==> src/rtl/mul_rs.sv <==
// -----------------------------------------------------------------------------
// mul_rs : reservation station for the multiply/divide execution unit.
//
// Holds up to ENTRIES issued MUL/DIV instructions, captures missing operands
// from the common data bus, dispatches the oldest READY entry to the single
// execution unit and frees that entry when the unit reports completion.
//
// Ports
//   clk1, rst_n                    clock, synchronous active-low reset
//   iss_valid / iss_ready          issue handshake
//   iss_func, iss_rd, iss_rob      function code, destination reg, ROB tag
//   iss_v1/2, iss_d1/2, iss_q1/2   operand valid flag, value, producer tag
//   cdb_valid, cdb_rob, cdb_data   result broadcast
//   ex_busy                        execution unit occupied
//   ex_start, ex_*                 registered dispatch pulse and payload
//   ex_done, ex_done_index         completion report from the unit
//   count                          occupied entries
//   illegal_func                   pulse after an issue with a bad func code
// -----------------------------------------------------------------------------
module mul_rs #(
    parameter int ENTRIES = 3,
    parameter int DW      = 8,
    parameter int TAGW    = 3,
    parameter int RW      = 4
) (
    input  logic            clk1,
    input  logic            rst_n,
    input  logic            iss_valid,
    output logic            iss_ready,
    input  logic [3:0]      iss_func,
    input  logic [RW-1:0]   iss_rd,
    input  logic [TAGW-1:0] iss_rob,
    input  logic            iss_v1,
    input  logic            iss_v2,
    input  logic [DW-1:0]   iss_d1,
    input  logic [DW-1:0]   iss_d2,
    input  logic [TAGW-1:0] iss_q1,
    input  logic [TAGW-1:0] iss_q2,
    input  logic            cdb_valid,
    input  logic [TAGW-1:0] cdb_rob,
    input  logic [DW-1:0]   cdb_data,
    input  logic            ex_busy,
    output logic            ex_start,
    output logic [2:0]      ex_rs_index,
    output logic [DW-1:0]   ex_rs1_data,
    output logic [DW-1:0]   ex_rs2_data,
    output logic [3:0]      ex_func,
    output logic [TAGW-1:0] ex_rob_ind,
    output logic [RW-1:0]   ex_rd,
    input  logic            ex_done,
    input  logic [2:0]      ex_done_index,
    output logic [1:0]      count,
    output logic            illegal_func
);

    typedef enum logic [1:0] {
        FREE  = 2'd0,
        WAIT  = 2'd1,
        READY = 2'd2,
        EXEC  = 2'd3
    } state_e;

    typedef struct packed {
        state_e          st;
        logic [1:0]      age;
        logic [3:0]      func;
        logic [RW-1:0]   rd;
        logic [TAGW-1:0] rob;
        logic            v1;
        logic            v2;
        logic [DW-1:0]   d1;
        logic [DW-1:0]   d2;
        logic [TAGW-1:0] q1;
        logic [TAGW-1:0] q2;
    } entry_t;

    localparam logic [3:0] FUNC_MUL = 4'b0010;
    localparam logic [3:0] FUNC_DIV = 4'b0011;

    entry_t          ent_q [ENTRIES];
    entry_t          ent_d [ENTRIES];
    logic [1:0]      count_q, count_d;
    logic            ex_start_q, ex_start_d;
    logic [2:0]      ex_rs_index_q, ex_rs_index_d;
    logic [DW-1:0]   ex_rs1_q, ex_rs1_d, ex_rs2_q, ex_rs2_d;
    logic [3:0]      ex_func_q, ex_func_d;
    logic [TAGW-1:0] ex_rob_q, ex_rob_d;
    logic [RW-1:0]   ex_rd_q, ex_rd_d;
    logic            illegal_q, illegal_d;

    logic            cand_found, any_exec, dispatch;
    logic [1:0]      cand_idx, cand_age;
    logic            free_hit;
    logic [1:0]      free_idx, free_age;
    logic            accept, func_ok, alloc, slot_found;
    logic [1:0]      alloc_idx;
    logic            byp1, byp2;

    assign iss_ready = (count_q < 2'(ENTRIES));

    // NOTE: every signal written here gets a default before any condition, so
    // no path leaves it unassigned and no latch is inferred.
    always_comb begin
        ent_d      = ent_q;
        cand_found = 1'b0;
        cand_idx   = '0;
        cand_age   = '0;
        any_exec   = 1'b0;
        free_hit   = 1'b0;
        free_idx   = '0;
        free_age   = '0;
        slot_found = 1'b0;
        alloc_idx  = '0;

        // Oldest READY entry, from registered state only.
        for (int i = 0; i < ENTRIES; i++) begin
            if (ent_q[i].st == EXEC) any_exec = 1'b1;
            if (ent_q[i].st == READY && (!cand_found || ent_q[i].age > cand_age)) begin
                cand_found = 1'b1;
                cand_idx   = 2'(i);
                cand_age   = ent_q[i].age;
            end
            // Completion for an entry that is not executing is ignored.
            if (ex_done && ex_done_index == 3'(i) && ent_q[i].st == EXEC) begin
                free_hit = 1'b1;
                free_idx = 2'(i);
                free_age = ent_q[i].age;
            end
            if (!slot_found && ent_q[i].st == FREE) begin
                slot_found = 1'b1;
                alloc_idx  = 2'(i);
            end
        end

        dispatch = cand_found && !ex_busy && !any_exec;
        accept   = iss_valid && iss_ready;
        func_ok  = (iss_func == FUNC_MUL) || (iss_func == FUNC_DIV);
        alloc    = accept && func_ok && slot_found;
        byp1     = !iss_v1 && cdb_valid && (iss_q1 == cdb_rob);
        byp2     = !iss_v2 && cdb_valid && (iss_q2 == cdb_rob);

        for (int i = 0; i < ENTRIES; i++) begin
            if (ent_q[i].st != FREE) begin
                // Entries older than a freed one close the gap so that ages
                // stay 0..count-1 and the newest allocation never overflows.
                ent_d[i].age = ent_q[i].age
                             - 2'(free_hit && ent_q[i].age > free_age)
                             + 2'(alloc);
            end
            if (ent_q[i].st == WAIT && cdb_valid) begin
                if (!ent_q[i].v1 && ent_q[i].q1 == cdb_rob) begin
                    ent_d[i].v1 = 1'b1;
                    ent_d[i].d1 = cdb_data;
                end
                if (!ent_q[i].v2 && ent_q[i].q2 == cdb_rob) begin
                    ent_d[i].v2 = 1'b1;
                    ent_d[i].d2 = cdb_data;
                end
                if (ent_d[i].v1 && ent_d[i].v2) ent_d[i].st = READY;
            end
            if (dispatch && cand_idx == 2'(i)) ent_d[i].st = EXEC;
            if (free_hit && free_idx == 2'(i)) begin
                ent_d[i].st  = FREE;
                ent_d[i].age = '0;
            end
            if (alloc && alloc_idx == 2'(i)) begin
                ent_d[i].age  = '0;
                ent_d[i].func = iss_func;
                ent_d[i].rd   = iss_rd;
                ent_d[i].rob  = iss_rob;
                ent_d[i].v1   = iss_v1 || byp1;
                ent_d[i].v2   = iss_v2 || byp2;
                ent_d[i].d1   = byp1 ? cdb_data : iss_d1;
                ent_d[i].d2   = byp2 ? cdb_data : iss_d2;
                ent_d[i].q1   = iss_q1;
                ent_d[i].q2   = iss_q2;
                ent_d[i].st   = ((iss_v1 || byp1) && (iss_v2 || byp2)) ? READY : WAIT;
            end
        end

        count_d   = count_q + 2'(alloc) - 2'(free_hit);
        illegal_d = accept && !func_ok;

        // Payload registers hold until the next dispatch.
        ex_start_d    = dispatch;
        ex_rs_index_d = ex_rs_index_q;
        ex_rs1_d      = ex_rs1_q;
        ex_rs2_d      = ex_rs2_q;
        ex_func_d     = ex_func_q;
        ex_rob_d      = ex_rob_q;
        ex_rd_d       = ex_rd_q;
        if (dispatch) begin
            ex_rs_index_d = {1'b0, cand_idx};
            ex_rs1_d      = ent_q[cand_idx].d1;
            ex_rs2_d      = ent_q[cand_idx].d2;
            ex_func_d     = ent_q[cand_idx].func;
            ex_rob_d      = ent_q[cand_idx].rob;
            ex_rd_d       = ent_q[cand_idx].rd;
        end
    end

    // NOTE: state registers use non-blocking assignments so every flop samples
    // values from before the edge, independent of statement order.
    always_ff @(posedge clk1) begin
        if (!rst_n) begin
            // NOTE: the entry array is reset in full; it is small, and a stale
            // valid flag or tag surviving reset would corrupt a later wakeup.
            for (int i = 0; i < ENTRIES; i++) ent_q[i] <= '0;
            count_q       <= '0;
            ex_start_q    <= 1'b0;
            ex_rs_index_q <= '0;
            ex_rs1_q      <= '0;
            ex_rs2_q      <= '0;
            ex_func_q     <= '0;
            ex_rob_q      <= '0;
            ex_rd_q       <= '0;
            illegal_q     <= 1'b0;
        end else begin
            for (int i = 0; i < ENTRIES; i++) ent_q[i] <= ent_d[i];
            count_q       <= count_d;
            ex_start_q    <= ex_start_d;
            ex_rs_index_q <= ex_rs_index_d;
            ex_rs1_q      <= ex_rs1_d;
            ex_rs2_q      <= ex_rs2_d;
            ex_func_q     <= ex_func_d;
            ex_rob_q      <= ex_rob_d;
            ex_rd_q       <= ex_rd_d;
            illegal_q     <= illegal_d;
        end
    end

    assign count        = count_q;
    assign ex_start     = ex_start_q;
    assign ex_rs_index  = ex_rs_index_q;
    assign ex_rs1_data  = ex_rs1_q;
    assign ex_rs2_data  = ex_rs2_q;
    assign ex_func      = ex_func_q;
    assign ex_rob_ind   = ex_rob_q;
    assign ex_rd        = ex_rd_q;
    assign illegal_func = illegal_q;

endmodule
==> config.mk <==
export PLATFORM = sky130hd
export DESIGN_NAME = mul_rs
export DESIGN_NICKNAME = d
export VERILOG_FILES = /design/src/rtl/mul_rs.sv
export SDC_FILE = /design/constraint.sdc
export NUM_CORES = 1
export LEC_CHECK = 0
export ABC_CLOCK_PERIOD_IN_PS = 4090
export CORE_UTILIZATION = 27
export DETAILED_ROUTE_END_ITERATION = 10
export GPL_TIMING_DRIVEN = 1
export SYNTH_ARGS = -nofsm -noshare
export SYNTH_HDL_FRONTEND = slang
export SYNTH_SLANG_ARGS = --single-unit
==> constraint.sdc <==
create_clock -name clk1 -period 4.09 [get_ports clk1]
set_input_delay 0.818 -clock clk1 [delete_from_list [all_inputs] [get_ports clk1]]
set_output_delay 0.818 -clock clk1 [all_outputs]
set_load 0.005 [all_outputs]
## Word-level counts from Yosys, hierarchy flattened

Index checks and enable logic that the tools add are counted.

| storage, ports and cells | value |
|---|---|
| memory bits (writable) | 0 |
| memories kept | 0 |
| logic and storage cells | 256 |
| output and inout port bits | 35 |
| register bits | 150 |
| memory bits (read-only) | 0 |
| latch bits | 0 |

| cells by class | value |
|---|---|
| add/sub/neg operators | 8 |
| equality and inequality tests | 27 |
| shift operators | 0 |
| div/mod/pow operators | 0 |
| reduce and logical (&&, ||, !) cells | 102 |
| $mul | 0 |
| $lt $le $gt $ge | 7 |
| muxes and demuxes | 68 |
| bitwise logic cells | 2 |

Operator list:

| cell | count |
|---|---|
| two-way mux 39 bit | 3 |
| binary-select mux 39 bit (select 2 bit) | 1 |
| two-way mux 35 bit | 2 |
| two-way mux 8 bit | 8 |
| two-way mux 18 bit | 3 |
| logical AND 1 bit | 45 |
| two-way mux 2 bit | 21 |
| two-way mux 1 bit | 27 |
| equality test 3 bit | 8 |
| nonzero test 2 bit | 12 |
| nonzero test 4 bit | 6 |
| equality test 2 bit (second input constant) | 9 |
| AND reduction 2 bit | 9 |
| logical NOT 1 bit | 15 |
| equality test 2 x 1 -> 1 bit (second input constant) | 6 |
| logical NOT 2 bit | 6 |
| two-way mux 4 bit | 3 |
| greater-than comparator 2 bit | 5 |
| OR reduction 3 bit | 3 |
| adder 2 x 1 -> 2 bit | 4 |
| equality test 4 x 2 -> 1 bit (second input constant) | 2 |
| subtractor 2 x 1 -> 2 bit | 4 |
| logical OR 1 bit | 5 |
| equality test 3 x 1 -> 1 bit (second input constant) | 1 |
| 6 further kinds | 6 |

## Logic depth before layout (Yosys ltp)

Gate-level depths: netlist of the first run.

| logic depth | value |
|---|---|
| depth after elaboration | 16 |
| mapped depth | 18 |
| depth with buffers taken out | 17 |

## Worst setup path before layout of the first run

OpenSTA, ideal clock, no wires.

| timing path | value |
|---|---|
| path type | input-to-reg |
| from | input port ex_done_index[2] |
| to | register, netlist name ent_q[114] |
| setup slack | 0.804 ns |
| arrival | 3.172 ns |
| buffers on the path | 0 |
| data required time | 3.975 ns |
| stages on the path | 16 |
| cell sequence | nand2b_1 nor4_1 a21oi_1 a221oi_1 ha_1 inv_1 a21oi_1 a211oi_1 ha_1 inv_1 ha_1 xnor2_1 nand2_1 o21ai_0 a21oi_1 nor2_1 |

| between the ends | value |
|---|---|
| word-level cells in the longest chain between the ends | 10 |

Ends and longest elaborated chain:

| what | line | source |
|---|---|---|
| start: declaration | 51 | `input logic [2:0] ex_done_index,` |
| logical NOT 3 bit | 124 | `if (ex_done && ex_done_index == 3'(i) && ent_q[i].st == EXEC) begin` |
| logical AND 1 bit (2 in series) | 124 |  |
| two-way mux 2 bit (3 in series) | 124 |  |
| greater-than comparator 2 bit | 147 | `- 2'(free_hit && ent_q[i].age > free_age)` |
| logical AND 1 bit | 147 |  |
| subtractor 2 x 1 -> 2 bit | 147 |  |
| adder 2 x 1 -> 2 bit | 148 | `+ 2'(alloc);` |

Parallel ways exist; a longest one is shown, timed or not.
A chain may end at the register's enable or synchronous reset.

## Final worst setup path of the first run

| timing path | value |
|---|---|
| from | input port ex_done_index[2] |
| to | register, netlist name ent_q[114] |

| between the ends | value |
|---|---|
| word-level cells in the longest chain between the ends | 10 |

Ends and longest elaborated chain:

| what | line |
|---|---|
| logical NOT 3 bit | 124 |
| logical AND 1 bit (2 in series) | 124 |
| two-way mux 2 bit (3 in series) | 124 |
| greater-than comparator 2 bit | 147 |
| logical AND 1 bit | 147 |
| subtractor 2 x 1 -> 2 bit | 147 |
| adder 2 x 1 -> 2 bit | 148 |

Parallel ways exist; a longest one is shown, timed or not.

==> summary.md, run 1 <==
| Metric | Value |
|---|---|
| Status | `complete, but fails checks` |
| Failing checks | `DRC` |
| Most used DFF post-synth | `sky130_fd_sc_hd__dfxtp_1` |
| Total count of max-transition violations in the final report | `0` |
| Die outline area | `27,530 sq um` |
| Number of max-capacitance violations reported | `0` |
| Unique masters post-synth | `75` |
| Peak clock frequency supported by timing | `0.2830 GHz` |
| Total gr overflow | `0` |
| Static power due to leakage | `0.003054 uW` |
| Required time at the worst-slack endpoint | `4.41 ns` |
| Startpoint types | `input port` |
| Number of nets in the layout | `973` |
| Clk sink count | `150` |
| Worst Clk Skew | `0.01065 ns` |
| Pin count of the biggest net entering global routing | `97` |
| Critical register-to-register path startpoint | `ent_q[115]` |
| Syn Area/Cell | `8.774 sq um` |
| Vertical extent of the die | `165.9 um` |
| Share of the synthesized area in compound gates (AO/OA/AOI/OAI) | `21.18%` |
| Post-CTS Setup Inserts | `0` |
| Area of the core | `26,210 sq um` |
| Number of design-rule violations left by the first detailed-router iteration | `497` |
| Detailed-route vias per instance | `5.039` |
| Number of setup violations in the final report | `0` |
| Area share of fa/ha/maj cells after synthesis | `3.104%` |
| Total wirelength of the detailed-routed design | `21,320 um` |
| Number of global-route vias before repair | `6,039` |
| Number of nets still failing antenna checks after routing | `0` |
| Starting density of the core | `27.69%` |
| Worst rel slew slack | `51.20%` |
| Antenna violations before repair | `0` |
| Period Utilization, post-route | `86.39%` |
| Count of cells along the worst hold path | `2` |
| Average wire per cell in the routed design | `17.09 um` |
| Cell row count | `59` |
| Share of cells above drive strength 1 | `9.529%` |
| Clock H-tree levels | `4` |
| Fill cell total of the finished layout | `2,641` |
| Area delta synth->final | `23.23%` |
| Critical path peak fanout | `4` |
| Arrival time at the worst endpoint | `3.85 ns` |
| Overall via count from detail_route | `6,289` |
| Synthesized net count | `900` |
| Number of endpoints with negative hold slack in the final report | `0` |
| First-pass GRT wire length | `33,670 um` |
| Most frequent cells after synthesis | `sky130_fd_sc_hd__dfxtp_1, sky130_fd_sc_hd__nand2_1, sky130_fd_sc_hd__a21oi_1` |
| Worst reg2reg endpoint | `ex_rd[0]` |
| Number of storage elements in the synthesis netlist | `150` |
| DR pass1 iterations | `11` |
| FF-to-FF path depth | `13` |
| RSZ-0062 raised after global routing | `no` |
| Clock latency of the later-clocked register in the worst-skew pair | `0.42 ns` |
| CTS tree | `done` |
| Hold Path Class | `flop to flop` |
| Top-area cell type share of the netlist area | `41.39%` |
| Flip-flop and latch area | `3003 sq um` |
| CTS Buf Count | `17` |
| Final HPWL from detailed placement | `14,680 um` |
| Post-synthesis instance area | `7256 sq um` |
| Leading cell type by number of instances after synthesis | `sky130_fd_sc_hd__dfxtp_1` |
| Category of the most critical setup path | `input port to flop` |
| Number of buffers inserted by hold repair at cts | `0` |
| Reg clk slew, reported paths | `0.07 ns` |
| Slew at the pin closest to its max-slew limit | `0.7303 ns` |
| Xor/xnor cell area share of the yosys netlist | `3.845%` |
| Root buffer cell | `sky130_fd_sc_hd__clkbuf_16` |
| Reg2reg setup slack | `0.71 ns` |
| Asr flop ratio synth | `0%` |
| All-layer global routing usage | `15.57%` |
| Area share of and/or/nand/nor cells after synthesis | `20.74%` |
| Total area of multi-input combinational cells | `3757 sq um` |
| Dominant combinational cell family by area after synthesis | `compound AO/OA/AOI/OAI gates` |
| Placer Congestion | `0.8277` |
| Setup TNS after final layout | `0 ns` |
| Sequential element share of the synthesized area | `41.39%` |
| Cell Count Post-Placement | `1,216` |
| Top post-synthesis cells by area | `sky130_fd_sc_hd__dfxtp_1, sky130_fd_sc_hd__nand2_1, sky130_fd_sc_hd__a21oi_1` |
| Post-layout min period | `3.533 ns` |
| Number of top-level pins | `90` |
| Pwr/cell area | `360.2 nW/um^2` |
| Number of synthesized flops with an enable pin | `0` |
| Warnings, synthesis | `0` |
| Worst setup EP type | `flop` |
| PortBufs | `88` |
| Number of buffers on the longest clock path | `2` |
| Count of inserted antenna diode cells | `0` |
| Hold-critical path endpoint | `ent_q[97]` |
| Gate count of the mapped netlist | `827` |
| Number of cells in the finished layout apart from fillers | `1,248` |
| Startpoint of the tightest hold check path | `ent_q[97]` |
| Yosys top cell by area | `sky130_fd_sc_hd__dfxtp_1` |
| Die width | `165.9 um` |
| Worst vdd ir | `0.2346 mV` |
| PostCTS Resize Cnt | `0` |
| # DRC | `8` |
| Mux share of post-synthesis cell area | `2.690%` |
placed cells by master (no fill, tap or decap), types with 9 or more instances in the layout:
cell / instances
sky130_fd_sc_hd__nor3_1: 34
sky130_fd_sc_hd__o21ai_0: 14
sky130_fd_sc_hd__a21oi_1: 96
sky130_fd_sc_hd__inv_1: 24
sky130_fd_sc_hd__clkbuf_16: 17
sky130_fd_sc_hd__xor2_1: 9
sky130_fd_sc_hd__o22ai_1: 22
sky130_fd_sc_hd__a211oi_1: 28
sky130_fd_sc_hd__dfxtp_1: 150
sky130_fd_sc_hd__xnor2_1: 21
sky130_fd_sc_hd__ha_1: 18
sky130_fd_sc_hd__nor2_1: 67
sky130_fd_sc_hd__buf_4: 16
sky130_fd_sc_hd__a222oi_1: 27
sky130_fd_sc_hd__clkdlybuf4s50_1: 88
sky130_fd_sc_hd__nand2_1: 131
critical path, stage by stage:
cell and delay (ns):
sky130_fd_sc_hd__clkdlybuf4s50_1 0.38, sky130_fd_sc_hd__nand2b_1 0.17, sky130_fd_sc_hd__or3_1 0.42, sky130_fd_sc_hd__nand2_1 0.11, sky130_fd_sc_hd__a21oi_1 0.04, sky130_fd_sc_hd__a221oi_1 0.44, sky130_fd_sc_hd__ha_1 0.25, sky130_fd_sc_hd__inv_1 0.04
sky130_fd_sc_hd__a21oi_1 0.13, sky130_fd_sc_hd__a211oi_1 0.06, sky130_fd_sc_hd__ha_1 0.29, sky130_fd_sc_hd__inv_1 0.04, sky130_fd_sc_hd__ha_1 0.17, sky130_fd_sc_hd__xnor2_1 0.13, sky130_fd_sc_hd__nand2_1 0.06, sky130_fd_sc_hd__o21ai_0 0.08
sky130_fd_sc_hd__a21oi_1 0.15, sky130_fd_sc_hd__nor2_1 0.05
flip-flops by register name, summed over array words and instances (netlist names), 2 cells and up:
name and flops:
ex_rob_ind 3, ent_q 117, ex_func 4, ex_rs1_data 8, ex_rs_index 2, ex_rd 4, count 2, ex_rs2_data 8
through the flow:
step | total power [uW] | area (sq um) | worst slack [ns] | util, % | hold WS [ns]
global placement | 1742 | 8376 | 0.2075 | 31.96 | 0.4335
CTS | 3259 | 8941 | 0.5747 | 34.12 | 0.4481
global route | 3340 | 8941 | 0.2986 | 34.12 | 0.4605
floorplan | 1636 | 7256 | 0.8035 | - | 0.4253
detailed placement | 1743 | 8376 | 0.1173 | 31.96 | 0.4373
finish | 3221 | 8941 | 0.5567 | 34.12 | 0.4481
layout make-up:
| cell class | count | area share (%) |
|---|---|---|
| inverters | 25 | 1.064 |
| multi-input cells | 597 | 42.02 |
| flip-flops and latches | 150 | 33.59 |
| clock inverters | 13 | 1.371 |
| clock buffers | 19 | 4.954 |
| well taps | 335 | 4.688 |
| repair buffers | 109 | 12.31 |
kinds of logic (layout without fill, tap and decap cells):
| group | count (synthesis) | after routing |
|---|---|---|
| muxes | 18 | 18 |
| DFF | 150 | 150 |
| AOI/OAI and AO/OA | 223 | 223 |
| and+or+nand+nor | 306 | 306 |
| xor gates and xnor gates | 31 | 31 |
| adders and majority gates | 18 | 18 |
| buffers and inverters | 80 | 166 |
| other | 1 | 1 |
per-layer routing:
| layer | wire length (um) | up-vias | GRT usage [%] |
|---|---|---|---|
| met5 | 0 | - | 0 |
| met4 | 303 | 0 | 5.445 |
| met3 | 1339 | 19 | 3.503 |
| met2 | 10000 | 193 | 25.39 |
| met1 | 9679 | 2926 | 20.13 |
| li1 | - | 3151 | - |
how the worst max path moves through the flow:
stage	start	to	cells after the start
floorplan	ex_done_index[2]	ent_q[114]	16
detailed placement	ex_done_index[2]	ent_q[114]	16
CTS	ex_done_index[2]	ent_q[114]	16
finish	ex_done_index[2]	ent_q[114]	18
global route	ex_done_index[2]	ent_q[114]	18
global placement	ex_done_index[2]	ent_q[114]	18
power by group:
part / leakage, uW / switching (uW) / internal (uW)
Combinational: 0.00158 / 128 / 97.7
Sequential: 0.00121 / 8.26 / 1480
Clock: 0.000267 / 651 / 860
Total: 0.00305 / 787 / 2430
No activity file was read; power rests on OpenSTA's default activity.
==> run 2: changes to the inputs <==
--- a/config.mk
+++ b/config.mk
@@ -9,6 +9,7 @@
 export CORE_UTILIZATION = 27
 export DETAILED_ROUTE_END_ITERATION = 10
 export GPL_TIMING_DRIVEN = 1
+export SETUP_SLACK_MARGIN = 0.15
 export SYNTH_ARGS = -nofsm -noshare
 export SYNTH_HDL_FRONTEND = slang
 export SYNTH_SLANG_ARGS = --single-unit
==> results of run 2 <==
The final DEF is identical to that of run 1; final timing and power are the same.
==> run 3: changes to the inputs <==
--- a/config.mk
+++ b/config.mk
@@ -9,6 +9,7 @@
 export CORE_UTILIZATION = 27
 export DETAILED_ROUTE_END_ITERATION = 10
 export GPL_TIMING_DRIVEN = 1
+export RECOVER_POWER = 50
 export SETUP_SLACK_MARGIN = 0.15
 export SYNTH_ARGS = -nofsm -noshare
 export SYNTH_HDL_FRONTEND = slang
==> summary.md, run 3 (synthesized netlist as in run 1, its figures left out) <==
| Metric | Value |
|---|---|
| Overall via count from detail_route | `6,328 (+0.62%)` |
| DR pass1 iterations | `10 (-1)` |
| FF-to-FF path depth | `13 (unchanged)` |
| Clk sink count | `150 (unchanged)` |
| Average wire per cell in the routed design | `17.18 um (+0.56%)` |
| Most common cell after layout, fill and taps aside | `sky130_fd_sc_hd__dfxtp_1` |
| Setup slack after layout | `0.4533 ns (-0.1034 ns)` |
| Total wirelength of the detailed-routed design | `21,440 um (+0.56%)` |
| Fill cell total of the finished layout | `2,645 (+0.15%)` |
| Area delta synth->final | `22.83%` |
| CTS tree | `done` |
| Top library cells by usage in the layout, fill and taps aside | `sky130_fd_sc_hd__dfxtp_1, sky130_fd_sc_hd__nand2_1, sky130_fd_sc_hd__a21oi_1, sky130_fd_sc_hd__nor2_1, sky130_fd_sc_hd__clkdlybuf4s50_1` |
| Placer Congestion | `0.8277 (unchanged)` |
| Hold Path Class | `flop to flop` |
| Root buffer cell | `sky130_fd_sc_hd__clkbuf_16` |
| Largest incremental delay on the critical path | `1.04 ns (+0.60 ns)` |
| Required time at the worst-slack endpoint | `4.39 ns (-0.02 ns)` |
| First-pass GRT wire length | `33,670 um (unchanged)` |
| Number of nets still failing antenna checks after routing | `0 (unchanged)` |
| Count of inserted antenna diode cells | `0 (unchanged)` |
| RSZ-0062 raised after global routing | `no` |
| Pre-CTS worst setup slack | `0.1173 ns (unchanged)` |
| Worst Clk Skew | `0.01121 ns (+0.0005584 ns)` |
| Category of the most critical setup path | `input port to flop` |
| Number of max-capacitance violations reported | `1 (+1)` |
| Peak clock frequency supported by timing | `0.2750 GHz (-2.8%)` |
| Detailed-route vias per instance | `5.071 (+0.62%)` |
| Reg2reg setup slack | `0.65 ns (-0.06 ns)` |
| Total count of max-transition violations in the final report | `97 (+97)` |
| Overall power consumption | `3222 uW (about the same)` |
| Critical path peak fanout | `96 (+92)` |
| Antenna violations before repair | `0 (unchanged)` |
| Number of global-route vias before repair | `6,039 (unchanged)` |
| Setup TNS after final layout | `0 ns (unchanged)` |
| Share of cells above drive strength 1 | `9.091% (-0.44 points)` |
| CTS Buf Count | `17 (unchanged)` |
| Status | `complete, but fails checks` |
| Number of endpoints with negative hold slack in the final report | `0 (unchanged)` |
| Largest register FFs | `117 (unchanged)` |
| Vertical extent of the die | `165.9 um (unchanged)` |
| Number of nets in the layout | `973 (unchanged)` |
| Number of setup violations in the final report | `0 (unchanged)` |
| Period Utilization, post-route | `88.92% (+2.5 points)` |
| Top reg by flops | `ent_q` |
| Chain of cells forming the critical path | `dlygate4sd3_1, clkbuf_1, clkinv_2, clkbuf_2, a211oi_1` |
| Static power due to leakage | `0.003153 uW (+3.2%)` |
| Cell row count | `59 (unchanged)` |
| Worst vdd ir | `0.2373 mV (+1.2%)` |
| Worst path top cell family by delay | `buffers and inverters` |
| Post-CTS Setup Inserts | `0 (unchanged)` |
| Number of buffer and inverter stages on the critical path | `4 (+1)` |
| PostCTS Resize Cnt | `0 (unchanged)` |
| Clock latency of the later-clocked register in the worst-skew pair | `0.43 ns (about the same)` |
| Reg clk slew, reported paths | `0.07 ns (about the same)` |
| Total gr overflow | `0 (unchanged)` |
| Critical register-to-register path startpoint | `ent_q[115]` |
| Worst rel slew slack | `-35.29% (-86 points)` |
| # DRC | `8 (unchanged)` |
| Worst reg2reg endpoint | `ex_rob_ind[2]` |
| Arrival time at the worst endpoint | `3.93 ns (+0.08 ns)` |
| Number of top-level pins | `90 (unchanged)` |
| Worst setup EP type | `flop` |
| All-layer global routing usage | `15.57% (unchanged)` |
| Clock H-tree levels | `4 (unchanged)` |
| PortBufs | `88 (unchanged)` |
| Pin count of the biggest net entering global routing | `97 (unchanged)` |
| Number of buffers inserted by hold repair at cts | `0 (unchanged)` |
| Area of the core | `26,210 sq um (unchanged)` |
| Slowest cell on crit path | `sky130_fd_sc_hd__clkbuf_2` |
| Die width | `165.9 um (unchanged)` |
| Failing checks | `DRC, capacitance limit, slew limit` |
| Starting density of the core | `27.69% (unchanged)` |
| Number of design-rule violations left by the first detailed-router iteration | `484 (-2.6%)` |
| Startpoint types | `input port` |
| Final HPWL from detailed placement | `14,680 um (unchanged)` |
| Hold-critical path endpoint | `ex_func[3]` |
| Startpoint of the tightest hold check path | `ent_q[112]` |
| Number of buffers on the longest clock path | `2 (unchanged)` |
| Util after Layout | `34.01% (-0.11 points)` |
| Post-layout min period | `3.637 ns (+0.1034 ns)` |
| Pwr/cell area | `361.5 nW/um^2 (+0.36%)` |
| Die outline area | `27,530 sq um (unchanged)` |
| Count of cells along the worst hold path | `2 (unchanged)` |
| Worst-case hold slack | `0.4485 ns (+0.0003700 ns)` |
| Slew at the pin closest to its max-slew limit | `2.029 ns (+1.299 ns)` |
[run 3: changes by cell type in the layout (fill, tap and decap cells not counted), moves of 2 or more]
cell / delta
sky130_fd_sc_hd__dlygate4sd3_1: +37
sky130_fd_sc_hd__clkbuf_1: +2
sky130_fd_sc_hd__clkdlybuf4s50_1: -37
sky130_fd_sc_hd__buf_4: -2
[run 3: area by class of cell]
class,instances,area (sq um),share of cell area (%)
multi-input combinational,597,3751,42.09
clock buffer,19,442.9,4.970
timing repair buffer,109,1079,12.10
tap,335,419.2,4.703
clock inverter,13,122.6,1.376
inverter,25,95.09,1.067
sequential,150,3003,33.69
[run 3: where the power goes]
group	switching (uW)	leakage, uW	internal [uW]
logic	128	0.00168	93.7
registers	8.04	0.00121	1480
clock network	656	0.000267	860
total	792	0.00315	2430
[run 3: worst register-to-register path: stages, from the launching register on]
cell,delay [ns]
sky130_fd_sc_hd__dfxtp_1,0.31
sky130_fd_sc_hd__and2b_2,0.28
sky130_fd_sc_hd__nand2_1,0.07
sky130_fd_sc_hd__ha_1,0.30
sky130_fd_sc_hd__nor2b_1,0.16
sky130_fd_sc_hd__o311ai_4,0.39
sky130_fd_sc_hd__a31oi_1,0.16
sky130_fd_sc_hd__ha_1,0.37
sky130_fd_sc_hd__nand2b_1,0.12
sky130_fd_sc_hd__a221oi_4,0.37
sky130_fd_sc_hd__nor3_4,0.09
sky130_fd_sc_hd__buf_12,0.20
sky130_fd_sc_hd__a222oi_1,0.31
sky130_fd_sc_hd__a21oi_1,0.10
[run 3: worst max-delay path by stage]
stage                           from    endpoint  slack [ns]  cells after the start
CTS                 ex_done_index[2]  ent_q[114]        0.57                     16
floorplan           ex_done_index[2]  ent_q[114]        0.80                     16
finish                         rst_n   ent_q[10]        0.45                      5
detailed placement  ex_done_index[2]  ent_q[114]        0.12                     16
global placement    ex_done_index[2]  ent_q[114]        0.21                     18
global route                   rst_n   ent_q[92]        0.27                      5
[run 3: routing by layer]
layer / global-route usage (%) / routed length, um / vias to the layer above
met5: 0 / 0 / -
met4: 5.445 / 390 / 0
met3: 3.503 / 1246 / 25
met2: 25.39 / 10000 / 189
met1: 20.13 / 9801 / 2961
li1: - / - / 3153
[run 3: metrics by stage]
stage,area [sq um],std cells
6_report,8912,1248
5_1_grt,8912,1248
4_1_cts,8941,1248
3_5_place_dp,8376,1216
3_3_place_gp,8376,1216
2_1_floorplan,7256,827
